<file path="src/rtl/rom_loader.sv">
// rom_loader: copies a byte stream from a valid/ready source onto a memory
// initialisation bus at consecutive addresses starting from a sampled base.
// A source that stalls too long in FETCH raises err; abort cancels a load.
// Optional build macro ROM_LOADER_CHECKSUM_EN adds a trailing 8-bit
// additive checksum byte that is compared in a CHECK state.
//
// state | meaning
// ------+----------------------------------------------------------
// IDLE  | waiting for start, nothing loaded
// FETCH | waiting for the next source byte (sReady=1), timeout runs
// WRITE | one-cycle iniWr pulse of the byte taken in FETCH
// CHECK | waiting for the trailing checksum byte (macro builds only)
// DONE  | load finished, done=1 until next accepted start
// ERR   | timeout or checksum mismatch, err=1 until next accepted start
module rom_loader #(
    parameter int TMO = 1023
) (
    input  logic        clock,
    input  logic        reset,
    input  logic        start,
    input  logic        abort,
    input  logic [15:0] base,
    input  logic [15:0] len,
    input  logic        sValid,
    input  logic [7:0]  sD,
    output logic        sReady,
    output logic        iniBusy,
    output logic        iniWr,
    output logic [15:0] iniA,
    output logic [7:0]  iniD,
    output logic        done,
    output logic        err
);

    localparam logic [2:0] S_IDLE  = 3'd0;
    localparam logic [2:0] S_FETCH = 3'd1;
    localparam logic [2:0] S_WRITE = 3'd2;
`ifdef ROM_LOADER_CHECKSUM_EN
    localparam logic [2:0] S_CHECK = 3'd3;
`endif
    localparam logic [2:0] S_DONE  = 3'd4;
    localparam logic [2:0] S_ERR   = 3'd5;

    // Timeout counter only ever holds 0..TMO-1.
    localparam int TW = (TMO < 2) ? 1 : $clog2(TMO);
    localparam logic [TW-1:0] TMO_LAST = TW'(TMO - 1);

    logic [2:0]    state;
    logic [15:0]   base_q;
    logic [16:0]   len_q;
    logic [16:0]   count;
    logic [TW-1:0] tmo_cnt;
    logic [16:0]   count_inc;
`ifdef ROM_LOADER_CHECKSUM_EN
    logic [7:0]    sum;
`endif

    assign count_inc = count + 17'd1;

    // Status and handshake outputs decode straight from state so an
    // asynchronous reset clears them without waiting for a clock edge.
    always_comb begin
        iniWr   = (state == S_WRITE);
        done    = (state == S_DONE);
        err     = (state == S_ERR);
`ifdef ROM_LOADER_CHECKSUM_EN
        sReady  = (state == S_FETCH) || (state == S_CHECK);
        iniBusy = (state == S_FETCH) || (state == S_WRITE) || (state == S_CHECK);
`else
        sReady  = (state == S_FETCH);
        iniBusy = (state == S_FETCH) || (state == S_WRITE);
`endif
    end

    // Sequencer: state, latched job parameters, counters and the write bus.
    always_ff @(posedge clock or negedge reset) begin
        if (!reset) begin
            state   <= S_IDLE;
            base_q  <= '0;
            len_q   <= '0;
            count   <= '0;
            tmo_cnt <= '0;
            iniA    <= '0;
            iniD    <= '0;
`ifdef ROM_LOADER_CHECKSUM_EN
            sum     <= '0;
`endif
        end else begin
            case (state)
                S_IDLE, S_DONE, S_ERR: begin
                    if (start) begin
                        base_q  <= base;
                        len_q   <= {1'b0, len};
                        count   <= '0;
                        tmo_cnt <= '0;
`ifdef ROM_LOADER_CHECKSUM_EN
                        sum     <= '0;
`endif
                        state   <= (len == 16'd0) ? S_DONE : S_FETCH;
                    end
                end
                S_FETCH: begin
                    if (abort) begin
                        state <= S_IDLE;
                    end else if (sValid) begin
                        // Address/data are registered at the take so they
                        // are valid during WRITE and hold afterwards.
                        iniA    <= base_q + count[15:0];
                        iniD    <= sD;
                        tmo_cnt <= '0;
                        state   <= S_WRITE;
                    end else if (tmo_cnt == TMO_LAST) begin
                        state <= S_ERR;
                    end else begin
                        tmo_cnt <= tmo_cnt + 1'b1;
                    end
                end
                S_WRITE: begin
                    if (abort) begin
                        state <= S_IDLE;
                    end else begin
                        count   <= count_inc;
                        tmo_cnt <= '0;
`ifdef ROM_LOADER_CHECKSUM_EN
                        sum     <= sum + iniD;
                        state   <= (count_inc == len_q) ? S_CHECK : S_FETCH;
`else
                        state   <= (count_inc == len_q) ? S_DONE : S_FETCH;
`endif
                    end
                end
`ifdef ROM_LOADER_CHECKSUM_EN
                S_CHECK: begin
                    if (abort) begin
                        state <= S_IDLE;
                    end else if (sValid) begin
                        state <= (sD == sum) ? S_DONE : S_ERR;
                    end else if (tmo_cnt == TMO_LAST) begin
                        state <= S_ERR;
                    end else begin
                        tmo_cnt <= tmo_cnt + 1'b1;
                    end
                end
`endif
                default: state <= S_IDLE;
            endcase
        end
    end

endmodule

</file>
<file path="config.mk">
export PLATFORM = sky130hd
export DESIGN_NAME = rom_loader
export DESIGN_NICKNAME = d
export VERILOG_FILES = /design/src/rtl/rom_loader.sv
export SDC_FILE = /design/constraint.sdc
export NUM_CORES = 1
export LEC_CHECK = 0
export ABC_CLOCK_PERIOD_IN_PS = 4000
export BUFFER_PORTS_ARGS = -buffer_cell sky130_fd_sc_hd__buf_4
export CORE_ASPECT_RATIO = 0.9
export CORE_UTILIZATION = 40
export DETAILED_ROUTE_END_ITERATION = 8
export GPL_TIMING_DRIVEN = 0
export PLACE_DENSITY = 0.66
export SLEW_MARGIN = 20
export SYNTH_ARGS = -nofsm -noshare
export SYNTH_HDL_FRONTEND = slang
export SYNTH_SLANG_ARGS = --single-unit
</file>
<file path="constraint.sdc">
create_clock -name clock -period 4 [get_ports clock]
set_input_delay 0.8 -clock clock [delete_from_list [all_inputs] [get_ports clock]]
set_output_delay 0.8 -clock clock [all_outputs]
set_load 0.02 [all_outputs]
</file>
### Word level (Yosys, flattened, before mapping)

Cells that the tools add are included.

* register bits after elaboration: 86
* logic and storage cells: 50
* bits of input ports: 45

* reduce and logical (&&, ||, !) cells: 11
* equality and inequality tests: 11
* mux-type cells: 17
* bitwise gates (word level): 1
* add/subtract/negate cells: 3

Operators by type and width (number)
* 2-to-1 mux 10 bit: 5
* 2-to-1 mux 17 bit: 2
* case mux 17 bit (2 select lines): 1
* case mux 10 bit (3 select lines): 1
* 2-to-1 mux 3 bit: 7
* adder 17 x 1 -> 17 bit (second input constant): 1
* == test 17 x 16 -> 1 bit: 1
* adder 16 bit: 1
* logical NOT 16 bit: 1
* adder 10 x 1 -> 10 bit (second input constant): 1
* == test 10 bit (second input constant): 1
* case mux 3 bit (3 select lines): 1
* == test 3 bit (second input constant): 2
* != test 2 bit (second input constant): 3
* AND reduction 3 bit: 2
* AND reduction 5 bit: 1
* != test 4 x 3 -> 1 bit (second input constant): 1
* AND reduction 2 bit: 2
* == test 3 x 1 -> 1 bit (second input constant): 1
* == test 3 x 2 -> 1 bit (second input constant): 1
* logical NOT 3 bit: 1
* != test 3 bit (second input constant): 1
* nonzero test 3 bit: 1
* OR reduction 3 bit: 1
* 3 further kinds: 3

### Longest topological paths before layout

Gate-level depths: netlist of the first run.

* depth after elaboration: 5
* gate-level depth with buffers: 10

### Least setup slack after synthesis of the first run

Ideal clock, no wire load.

* kind: flip-flop to flip-flop
* start: reg count[0]
* end: reg iniA[14]
* data required time: 3.865 ns
* setup slack: 1.655 ns
* stages on the path, launching flop included: 11
* arrival: 2.210 ns
* path through: dfrtp_1 ha_1 inv_1 fa_1 nor2b_1 o31a_1 o31a_1 o41ai_1 o21ai_0 xnor2_1 o21ai_0

* longest elaborated chain between the ends: 1

RTL lines
* start: declaration: line 51 `logic [16:0] count;`
* start signal: assignment: line 122 `count <= count_inc;`
* adder 16 bit: line 108 `iniA <= base_q + count[15:0];`
* end signal: assignment: line 108
* end: declaration: line 29 `output logic [15:0] iniA,`

No other way between the ends.
A chain may end at the register's enable or synchronous reset.

### Worst setup path in the final report of the first run

Same ends and word-level chain as after synthesis.

==> metrics.md, run 1 <==
| Metric | Value |
|---|---|
| Die Y | `107.1 um` |
| Max transition margin | `48.32%` |
| Root Buffer | `clkbuf_16` |
| EDFF count, synth | `0` |
| Most used DFF post-synth | `dfrtp_1` |
| GR Overflow Total | `0` |
| DR DRC count | `0` |
| GRT Total Usage | `19.46%` |
| Arr. time, crit path | `2.90 ns` |
| Routed len/inst | `15.52 um` |
| DRT Wirelength | `11590 um` |
| Clock Latency Late Sink | `0.34 ns` |
| RePlAce Congestion | `0.8983` |
| Max Slew Vio Count | `0` |
| Final antenna diode count | `0` |
| Num CTS Buffers | `9` |
| Die X | `118.7 um` |
| Startpoint class of the critical path | `flip-flop` |
| R2R cell count | `10` |
| DR vias | `4013` |
| Peak supply drop | `364.1 uV` |
| Worst Setup Path Type | `reg -> reg` |
| Clock power frac | `22.2%` |
| Combinational cell fraction of total power | `39.7%` |
| Fraction of layout cells with a size suffix above 1 | `23.18%` |
| Filler cell count | `1112` |
| Hold Path Depth | `2` |
| First-pass GRT wire length | `19610 um` |
| Number of vias per cell | `5.372` |
| Synthesis Warnings | `0` |
| Register area share after synthesis | `43.87%` |
| Hold Slack | `0.4776 ns` |
| Endpoint type of the worst setup path | `flip-flop` |
| Antenna violations before repair | `0` |
| Synthesized area | `4906 sq um` |
| Die area | `12710 sq um` |
| Clock sink count | `86` |
| Ports | `74` |
| Initial DRC Count | `227` |
| Post-Synthesis Cells | `503` |
| Synth unique cells | `62` |
| Syn nets | `567` |
| Switch share | `36.17%` |
| Leak | `2.685 nW` |
| Final Skew | `0.005732 ns` |
| FF+latch count, synth | `86` |
| P_int | `0.002333 W` |
| FFs w/ async S/R, synth | `100.0%` |
| Sw Pwr | `0.001322 W` |
| Slew of the pin with the lowest slew margin | `0.7753 ns` |
| TritonRoute pass-1 iters | `4` |
| Vias in the first global route | `3868` |
| Final setup fails | `0` |
| Worst path required time | `4.21 ns` |
| # hold bufs at CTS | `0` |
| Power Dens Cells | `615.9 nW/um^2` |
| Antenna Nets Post-Route | `0` |
| Area delta synth->final | `20.96%` |
| Post-cts sizing count | `0` |
| HP Class | `reg -> reg` |
| Final min period | `2.692 ns` |
| Sequential power share | `38.1%` |
| CTS tree | `built` |
| Final hold vios | `0` |
| Final worst path period share | `67.29%` |
| Starting Density | `42.05%` |
| Max Fclk | `371.5 MHz` |
| Clk buf depth | `2` |
| Final #Nets | `651` |
| Largest net degree at the start of global routing | `87` |
| Clk slew on worst S/H paths | `0.06 ns` |
| Setup bufs post-CTS | `0` |
| RSZ-0062 raised after global routing | `false` |
| Max-Cap Viols | `0` |
| Port Buffers | `73` |
| DPL Wire Length | `8768 um` |
| Htree depth | `3` |
| Core footprint | `11670 sq um` |
| Row count | `37` |
| CP Max Fanout | `8` |
| Outcome | `completed` |
| Setup TNS | `0 ns` |
| Synth Area per Inst | `9.753 sq um` |
[cell usage after synthesis, drive strengths merged, types with 2 or more instances]
| library cell | number | area (sq um) |
|---|---|---|
| nand2 | 63 | 244.0 |
| nor4 | 6 | 58.80 |
| o41ai | 3 | 26.28 |
| a31oi | 6 | 37.54 |
| mux2 | 31 | 349.1 |
| clkbuf | 12 | 45.04 |
| xor2 | 15 | 131.4 |
| a211oi | 3 | 22.52 |
| nand2b | 6 | 37.54 |
| a21oi | 20 | 100.1 |
| a21o | 5 | 37.54 |
| and4 | 3 | 26.28 |
| a41oi | 2 | 17.52 |
| o31a | 2 | 17.52 |
| inv | 10 | 37.53 |
| mux2i | 4 | 40.04 |
| o22ai | 4 | 25.02 |
| dfrtp | 86 | 2152 |
| o21ai | 50 | 250.2 |
| o31ai | 9 | 67.56 |
| nand3b | 3 | 22.52 |
| buf | 10 | 66.31 |
| and3 | 6 | 38.79 |
| or2 | 2 | 12.52 |
| o2111ai | 2 | 17.52 |
| nor3 | 6 | 30.03 |
| nand4 | 8 | 50.05 |
| o21a | 3 | 22.52 |
| a22o | 2 | 17.52 |
| nor2 | 34 | 127.6 |
| and2 | 7 | 43.79 |
| o211ai | 3 | 22.52 |
| nand3 | 10 | 55.05 |
| xnor2 | 23 | 201.4 |
| ha | 18 | 225.2 |
| nor2b | 4 | 25.02 |
| or3 | 6 | 37.54 |
[critical path: stages, from the launching register on]
cell	delay (ns)
dfrtp_1	0.48
ha_1	0.25
inv_1	0.07
fa_1	0.21
nor2b_1	0.07
o31a_1	0.28
o31a_1	0.34
o41ai_1	0.40
o21ai_0	0.20
xnor2_1	0.18
o21ai_0	0.09
[logic make-up after synthesis]
family / Yosys count / synth area share (%)
AO/OA/AOI/OAI: 124 / 16.17
XOR/XNOR: 38 / 6.784
adder cells (fa/ha/maj): 19 / 4.999
buffers and inverters: 33 / 3.111
flip-flops: 86 / 43.87
multiplexers: 35 / 7.932
AND/OR/NAND/NOR: 168 / 17.14
[path summary, 6_finish.rpt]
path / startpoint / end / slack (ns)
setup / recovery: count[0] / iniA[14] / 1.31
hold / removal: iniA[12] / iniA[12] / 0.48
setup reg to reg: count[0] / iniA[14] / 1.31
hold reg to reg: iniA[12] / iniA[12] / 0.48
max in group asynchronous: reset / len_q[10] / 2.96
min in group asynchronous: reset / tmo_cnt[2] / 0.51
[stage by stage]
stage / util [%] / setup slack, ns / cells / area, sq um / power (W)
2_1_floorplan: - / 1.655 / 503 / 4906 / 0.002364
3_3_place_gp: 48.42 / 1.323 / 732 / 5649 / 0.002806
3_5_place_dp: 48.42 / 1.318 / 732 / 5649 / 0.002866
4_1_cts: 50.84 / 1.308 / 747 / 5931 / 0.003696
5_1_grt: 50.87 / 1.132 / 747 / 5934 / 0.003909
6_report: 50.87 / 1.308 / 747 / 5934 / 0.003655
[layer usage]
metal	part of all wire, %	global-route usage (%)
met1	48	27.11
met2	46	30.62
met3	4.3	4.415
met4	0.92	4.792
met5	0	0
[area by class of cell]
| type | instances | area, sq um | area share (%) |
|---|---|---|---|
| tap | 156 | 195.2 | 3.289 |
| buffer | 22 | 111.4 | 1.876 |
| sequential | 86 | 2152 | 36.26 |
| multi-input combinational | 384 | 2601 | 43.83 |
| timing repair buffer | 73 | 551.8 | 9.298 |
| inverter | 11 | 41.29 | 0.6958 |
| clock buffer | 11 | 232.7 | 3.922 |
| clock inverter | 4 | 48.80 | 0.8223 |
[placed cells by master (no fill, tap or decap), types with 5 or more instances in the layout]
| master | count |
|---|---|
| a21o_1 | 5 |
| a21oi_1 | 20 |
| a31oi_1 | 6 |
| and2_1 | 7 |
| and3_1 | 5 |
| buf_2 | 5 |
| buf_4 | 76 |
| clkbuf_1 | 14 |
| clkbuf_16 | 9 |
| dfrtp_1 | 86 |
| ha_1 | 18 |
| inv_1 | 9 |
| mux2_2 | 31 |
| nand2_1 | 62 |
| nand2b_1 | 6 |
| nand3_1 | 9 |
| nand4_1 | 8 |
| nor2_1 | 34 |
| nor3_1 | 6 |
| o21ai_0 | 50 |
| o31ai_1 | 9 |
| or3_1 | 6 |
| xnor2_1 | 23 |
| xor2_1 | 15 |
[flip-flops by register name (all words and copies together), names as in the netlist]
name,cells
state,3
iniA,16
count,17
len_q,16
iniD,8
tmo_cnt,10
base_q,16
[power groups by stage]
stage | Sequential (W) | Combinational [W] | Clock, W
floorplan | 0.00148 | 0.000882 | 0
global route | 0.00144 | 0.00160 | 0.000873
global placement | 0.00140 | 0.00141 | 0
CTS | 0.00140 | 0.00146 | 0.000837
finish | 0.00139 | 0.00145 | 0.000813
detailed placement | 0.00141 | 0.00145 | 0
Power figures use the tool's default switching activity.
==> run 2: changes to the inputs <==
ABC_AREA = 1   (was default)
ABC_CLOCK_PERIOD_IN_PS = 2710   (was 4000)
clock period = 2.71 ns   (was 4 ns; I/O delays follow)
==> run 2 against run 1 <==
Effect of this change:
- via count grew 7.9%
- cell count up 18%
- combinational power is 54% higher
- die area is 1.4% higher
- sequential power increased by 47%
- flip-flop and latch count unchanged
- clock-buffer cell count unchanged
- critical path depth did not move
- total power up 50%
- sequential share of layout area fell by 0.51 points
- cell area rose by 1.4%
- critical path type unchanged
==> metrics.md, run 2 <==
| Metric | Value |
|---|---|
| Worst Setup Path Type | `reg -> reg` |
| FFs w/ async S/R, synth | `100.0% (unchanged)` |
| Commonest non-fill, non-tap cell in the layout | `nand2_1` |
| WP buf/inv | `1 (unchanged)` |
| Root Buffer | `clkbuf_16` |
| Final worst path period share | `82.84% (+16 points)` |
| Largest register FFs | `17 (unchanged)` |
| CTS tree | `built` |
| Row count | `38 (+2.7%)` |
| Post-Synthesis Cells | `629 (+25%)` |
| Starting Density | `41.19% (-0.86 points)` |
| GRT Total Usage | `19.30% (-0.17 points)` |
| Final setup fails | `0 (unchanged)` |
| EDFF count, synth | `0 (unchanged)` |
| DR vias | `4330 (+7.9%)` |
| FF+latch count, synth | `86 (unchanged)` |
| Final hold vios | `0 (unchanged)` |
| HP Class | `in -> async` |
| CP Max Fanout | `7 (-1)` |
| Cells after DPL | `862 (+18%)` |
| Number of vias per cell | `4.932 (-8.2%)` |
| Filler cell count | `1204 (+8.3%)` |
| Area delta synth->final | `21.00% (about the same)` |
| Most frequent cells in the layout | `171 x nand2_1, 86 x dfrtp_1, 79 x inv_1` |
| Crit path from | `count[0]` |
| Worst path required time | `2.93 ns (-1.28 ns)` |
| Post-cts sizing count | `0 (unchanged)` |
| Max transition margin | `47.81% (-0.51 points)` |
| CP top delay family | `adder cells` |
| Syn nets | `693 (+22%)` |
| Port Buffers | `73 (unchanged)` |
| Initial DRC Count | `319 (+41%)` |
| Endpoint type of the worst setup path | `flip-flop` |
| Synthesized area | `4975 sq um (+1.4%)` |
| Antenna violations before repair | `0 (unchanged)` |
| Final antenna diode count | `0 (unchanged)` |
| Synth top cells by count | `171 x nand2_1, 86 x dfrtp_1, 79 x inv_1, 40 x nor2_1` |
| Most used DFF post-synth | `dfrtp_1` |
| DR DRC count | `0 (unchanged)` |
| Max-Cap Viols | `0 (unchanged)` |
| Most common cell in the synthesized netlist | `nand2_1` |
| DPL Wire Length | `9106 um (+3.9%)` |
| DRT Wirelength | `11580 um (about the same)` |
| GR Overflow Total | `0 (unchanged)` |
| Antenna Nets Post-Route | `0 (unchanged)` |
| Leak | `2.992 nW (+11%)` |
| RSZ-0062 raised after global routing | `false` |
| Num CTS Buffers | `9 (unchanged)` |
| Synthesis Warnings | `0 (unchanged)` |
| Slew of the pin with the lowest slew margin | `0.7829 ns (+0.007619 ns)` |
| Die area | `12890 sq um (+1.4%)` |
| Synth unique cells | `44 (-29%)` |
| Setup bufs post-CTS | `0 (unchanged)` |
| Final Skew | `0.007703 ns (+0.001971 ns)` |
| Hold Slack | `0.2496 ns (-0.2280 ns)` |
| RePlAce Congestion | `0.8652 (-3.7%)` |
| Max Fclk | `445.5 MHz (+20%)` |
| Final min period | `2.245 ns (-0.4468 ns)` |
| Max Slew Vio Count | `0 (unchanged)` |
| Startpoint class of the critical path | `flip-flop` |
| Register area share after synthesis | `43.26% (-0.61 points)` |
| Htree depth | `3 (unchanged)` |
| Synth Area per Inst | `7.909 sq um (-19%)` |
| Arr. time, crit path | `2.47 ns (-0.43 ns)` |
| Final instance count without filler cells | `878 (+18%)` |
| Fraction of layout cells with a size suffix above 1 | `19.36% (-3.8 points)` |
| Top cell type's share of synthesized area | `43.26% (-0.61 points)` |
| Largest net degree at the start of global routing | `87 (unchanged)` |
| Peak supply drop | `393.5 uV (+8.1%)` |
| Overall Power | `0.005489 W (+50%)` |
| Vias in the first global route | `4049 (+4.7%)` |
| Clock Latency Late Sink | `0.34 ns (about the same)` |
| # hold bufs at CTS | `0 (unchanged)` |
| Final core occ | `49.84% (-1.0 points)` |
| Final #Nets | `777 (+19%)` |
| Setup TNS | `0 ns (unchanged)` |
| Ports | `74 (unchanged)` |
| Die X | `119.6 um (+0.69%)` |
| Clock sink count | `86 (unchanged)` |
| Die Y | `107.8 um (+0.69%)` |
| Routed len/inst | `13.19 um (-15%)` |
| TritonRoute pass-1 iters | `4 (unchanged)` |
| CP cell instances | `ha_1 > inv_1 > fa_1 > nand3b_1 > nand3_1 > a21oi_1 > o21ai_0 > a21oi_1 > o21ai_0 > nand2_1` |
| Clk buf depth | `2 (unchanged)` |
| Clk slew on worst S/H paths | `0.06 ns (about the same)` |
| First-pass GRT wire length | `19270 um (-1.7%)` |
| Cell taking the most area after synthesis | `dfrtp_1` |
| CP max-delay cell | `dfrtp_1` |
| Outcome | `completed` |
| Synth area leaders | `dfrtp_1 43%, nand2_1 13%, inv_1 6.0%` |
| Power Dens Cells | `911.8 nW/um^2 (+48%)` |
| Core footprint | `12080 sq um (+3.5%)` |
| R2R Path Start | `count[0]` |
| Reg with most FFs | `count` |
| CP peak stage delay | `0.50 ns (+0.02 ns)` |
[run 2: cell types whose count changed in the layout (fill, tap and decap cells not counted), sizes merged, moves of 7 or more]
cell and change:
inv +77, mux2 -16, nand2 +111, nand3 +27
nand4 +8, nor2 +12, o21ai -7, o31ai -8
xnor2 -21
[run 2: final timing paths]
kind | endpoint | slack (ns) | cells past startpoint
max in group asynchronous | iniA[13] | 1.91 | 1
min in group clock | iniD[2] | 0.40 | 3
worst min-delay path | len_q[14] | 0.25 | 1
worst max register to register | iniA[10] | 0.47 | 10
worst max-delay path | iniA[10] | 0.47 | 10
worst min register to register | iniD[1] | 0.47 | 2
[run 2: worst register-to-register path, cell delays in order (launching register included)]
cell,delay (ns)
dfrtp_1,0.50
ha_1,0.24
inv_1,0.07
fa_1,0.41
nand3b_1,0.17
nand3_1,0.16
a21oi_1,0.13
o21ai_0,0.21
a21oi_1,0.09
o21ai_0,0.09
nand2_1,0.06
[run 2: cells by family after synthesis]
kind of cell               count (synthesis)  share of synthesized area, %
adders and majority gates                 19                         4.930
DFF                                       86                         43.26
AOI/OAI and AO/OA                         96                         10.92
xor gates and xnor gates                  14                         3.018
buffers and inverters                    100                         7.671
muxes                                     15                         3.395
and+or+nand+nor                          299                         26.81
[run 2: layout make-up]
| cell class | instances | area, sq um | area share (%) |
|---|---|---|---|
| Buffer | 12 | 48.80 | 0.8106 |
| Clock buffer | 11 | 232.7 | 3.866 |
| Clock inverter | 5 | 60.06 | 0.9977 |
| Inverter | 88 | 332.8 | 5.529 |
| Multi-Input combinational cell | 443 | 2441 | 40.55 |
| Sequential cell | 86 | 2152 | 35.75 |
| Tap cell | 160 | 200.2 | 3.326 |
| Timing Repair Buffer | 73 | 551.8 | 9.166 |
[run 2: layer usage]
layer  GRT usage, %  vias to the layer above  wire length [um]
li1               -                     2233                 -
met4          6.696                        0               184
met3          4.979                       10               459
met1          25.35                     2005              5566
met2          30.76                       82              5372
met5              0                        -                 0
[run 2: metrics by stage]
step                setup slack (ns)  cell area [sq um]
floorplan                     0.7762               4975
global placement              0.4938               5723
detailed placement            0.4594               5723
CTS                           0.4505               6016
global route                  0.2657               6020
finish                        0.4652               6020
[run 2: report_power, final]
| part | switching, W | total, W | internal, W |
|---|---|---|---|
| clock | 0.000492 | 0.00121 | 0.000716 |
| sequential | 0.000311 | 0.00204 | 0.00173 |
| combinational | 0.00131 | 0.00224 | 0.000931 |
| total | 0.00211 | 0.00549 | 0.00337 |
==> run 3: changes to the inputs <==
ABC_AREA = 0   (was 1)
ABC_CLOCK_PERIOD_IN_PS = 2100   (was 2710)
clock period = 2.1 ns   (was 2.71 ns; I/O delays follow)
==> run 3 against run 2 <==
Effect of this change:
- the run now ends with setup timing left
- via count fell by 3.6%
- cell area up 7.5%
- first-iteration DRC count down 27%
- total power increased by 36%
- cell count fell by 12%
- clock skew decreased by 0.0021 ns
- flip-flop and latch count unchanged
- sequential share of layout area fell by 2.3 points
- critical endpoint is now state[0]
- highest routed layer unchanged
==> metrics.md, run 3 (synthesized netlist as in run 1, its figures left out) <==
| Metric | Value |
|---|---|
| Worst Setup Path Type | `reg -> reg` |
| CTS tree | `built` |
| Switch share | `36.50% (-2.0 points)` |
| P_int | `0.004731 W (+40%)` |
| Combinational cell fraction of total power | `40.2% (-0.6 points)` |
| CP Max Fanout | `6 (-1)` |
| Core footprint | `11670 sq um (-3.4%)` |
| DR vias | `4173 (-3.6%)` |
| Sequential power share | `36.0% (-1.1 points)` |
| Final core occ | `55.46% (+5.6 points)` |
| Antenna violations before repair | `0 (unchanged)` |
| Vias in the first global route | `4177 (+3.2%)` |
| DR DRC count | `0 (unchanged)` |
| Final antenna diode count | `0 (unchanged)` |
| Slew of the pin with the lowest slew margin | `0.7725 ns (-0.01041 ns)` |
| Failing checks | `setup timing` |
| Max transition margin | `48.50% (+0.69 points)` |
| Die X | `118.7 um (-0.69%)` |
| Worst path required time | `2.34 ns (-0.59 ns)` |
| Peak supply drop | `596.8 uV (+52%)` |
| CP max-delay cell | `dfrtp_2` |
| Filler cell count | `1047 (-13%)` |
| Leak | `2.891 nW (-3.4%)` |
| Max Slew Vio Count | `0 (unchanged)` |
| HP Class | `in -> async` |
| Max Fclk | `434.1 MHz (-2.6%)` |
| DRT Wirelength | `12330 um (+6.4%)` |
| RePlAce Congestion | `0.9085 (+5.0%)` |
| Htree depth | `3 (unchanged)` |
| Initial DRC Count | `233 (-27%)` |
| Final hold vios | `0 (unchanged)` |
| Num CTS Buffers | `9 (unchanged)` |
| Ports | `74 (unchanged)` |
| Port Buffers | `73 (unchanged)` |
| Final min period | `2.304 ns (+0.05891 ns)` |
| TritonRoute pass-1 iters | `4 (unchanged)` |
| Arr. time, crit path | `2.54 ns (+0.07 ns)` |
| Die Y | `107.1 um (-0.68%)` |
| Clock power frac | `23.8% (+1.8 points)` |
| Antenna Nets Post-Route | `0 (unchanged)` |
| Overall Power | `0.007449 W (+36%)` |
| Area delta synth->final | `31.88%` |
| Die area | `12710 sq um (-1.4%)` |
| Number of vias per cell | `5.405 (+9.6%)` |
| GRT Total Usage | `20.82% (+1.5 points)` |
| Largest register FFs | `17 (unchanged)` |
| Hold Slack | `0.1122 ns (-0.1374 ns)` |
| Sw Pwr | `0.002719 W (+29%)` |
| CP cell instances | `buf_4 > and2_1 > and3_2 > a31oi_1 > o2111ai_2 > nor4_2 > nand4_1 > a221o_1` |
| DPL Wire Length | `8879 um (-2.5%)` |
| Max-Cap Viols | `0 (unchanged)` |
| Worst slack, placed | `-0.4736 ns (-0.9330 ns)` |
| Startpoint class of the critical path | `flip-flop` |
| First-pass GRT wire length | `20610 um (+6.9%)` |
| Clk slew on worst S/H paths | `0.06 ns (about the same)` |
| Clock sink count | `86 (unchanged)` |
| Most frequent cells in the layout | `98 x buf_4, 77 x dfrtp_1, 59 x nand2_1` |
| Final #Nets | `675 (-13%)` |
| Starting Density | `42.05% (+0.86 points)` |
| CP peak stage delay | `0.45 ns (-0.05 ns)` |
| Clock Latency Late Sink | `0.35 ns (about the same)` |
| Commonest non-fill, non-tap cell in the layout | `buf_4` |
| Final Skew | `0.005611 ns (-0.002092 ns)` |
| Final worst path period share | `109.7% (+27 points)` |
| Power Dens Cells | `1151 nW/um^2 (+26%)` |
| Routed len/inst | `15.97 um (+21%)` |
| Final setup fails | `8 (+8)` |
| Largest net degree at the start of global routing | `87 (unchanged)` |
| Outcome | `finished, violations left` |
| Clk buf depth | `2 (unchanged)` |
| Fraction of layout cells with a size suffix above 1 | `36.04% (+17 points)` |
| Final setup margin | `-0.2038 ns (-0.6689 ns)` |
| Row count | `37 (-2.6%)` |
| GR Overflow Total | `0 (unchanged)` |
| Reg with most FFs | `count` |
| Root Buffer | `clkbuf_16` |
| # hold bufs at CTS | `0 (unchanged)` |
| Endpoint type of the worst setup path | `flip-flop` |
| RSZ-0062 raised after global routing | `true` |
run 3: power groups by stage:
stage | Combinational, W | Clock (W) | Sequential [W]
global route | 0.00329 | 0.00189 | 0.00277
CTS | 0.00291 | 0.00183 | 0.00267
detailed placement | 0.00280 | 0 | 0.00270
global placement | 0.00270 | 0 | 0.00266
finish | 0.00299 | 0.00178 | 0.00268
floorplan | 0.00169 | 0 | 0.00283
run 3: repair_timing:
action                     4_1_cts  5_1_grt
pin swaps                       21       10
setup buffers                   19        8
setup endpoints to repair       59       73
gates resized for setup         45       38
run 3: area by class of cell:
cell class | count | area (sq um) | area share (%)
well taps | 156 | 195.2 | 3.017
clock buffers | 10 | 239.0 | 3.694
clock inverters | 6 | 92.59 | 1.431
inverters | 11 | 41.29 | 0.6382
plain buffers | 19 | 126.4 | 1.953
repair buffers | 100 | 765.7 | 11.84
multi-input cells | 384 | 2846 | 44.00
flip-flops and latches | 86 | 2163 | 33.44
run 3: through the flow:
stage               instance area (sq um)  std cells  TNS (ns)
floorplan                            4936        503   -0.3014
global placement                     5679        732    -6.005
detailed placement                   5679        732    -8.883
CTS                                  6287        766   -0.7179
global route                         6470        772    -2.905
finish                               6470        772   -0.6993
run 3: routing by layer:
layer  share of wire [%]  vias to the layer above  GRT usage (%)
met5                   0                        -              0
li1                    -                     2025              -
met3                 4.2                       16          4.894
met4                 1.8                        0          7.505
met2                  47                       96          33.92
met1                  47                     2036          27.03
run 3: worst max-delay path, delay by kind of cell, from the launching register on:
kind                   cells  cell delay [ns]
AND/OR/NAND/NOR            4             0.89
AO/OA/AOI/OAI              3             0.66
buffers and inverters      1             0.17
flip-flops                 1             0.45
run 3: path summary, 6_finish.rpt:
check                           slack, ns        end  cells after the start     start
worst max-delay path                -0.20   state[0]                      8  count[0]
worst min-delay path                 0.11    iniD[0]                      1     reset
worst max register to register      -0.20   state[0]                      8  count[0]
worst min register to register       0.48    iniD[2]                      2   iniD[2]
max in group asynchronous            1.42  count[12]                      1     reset
min in group clock                   0.26    iniD[6]                      3     sD[6]
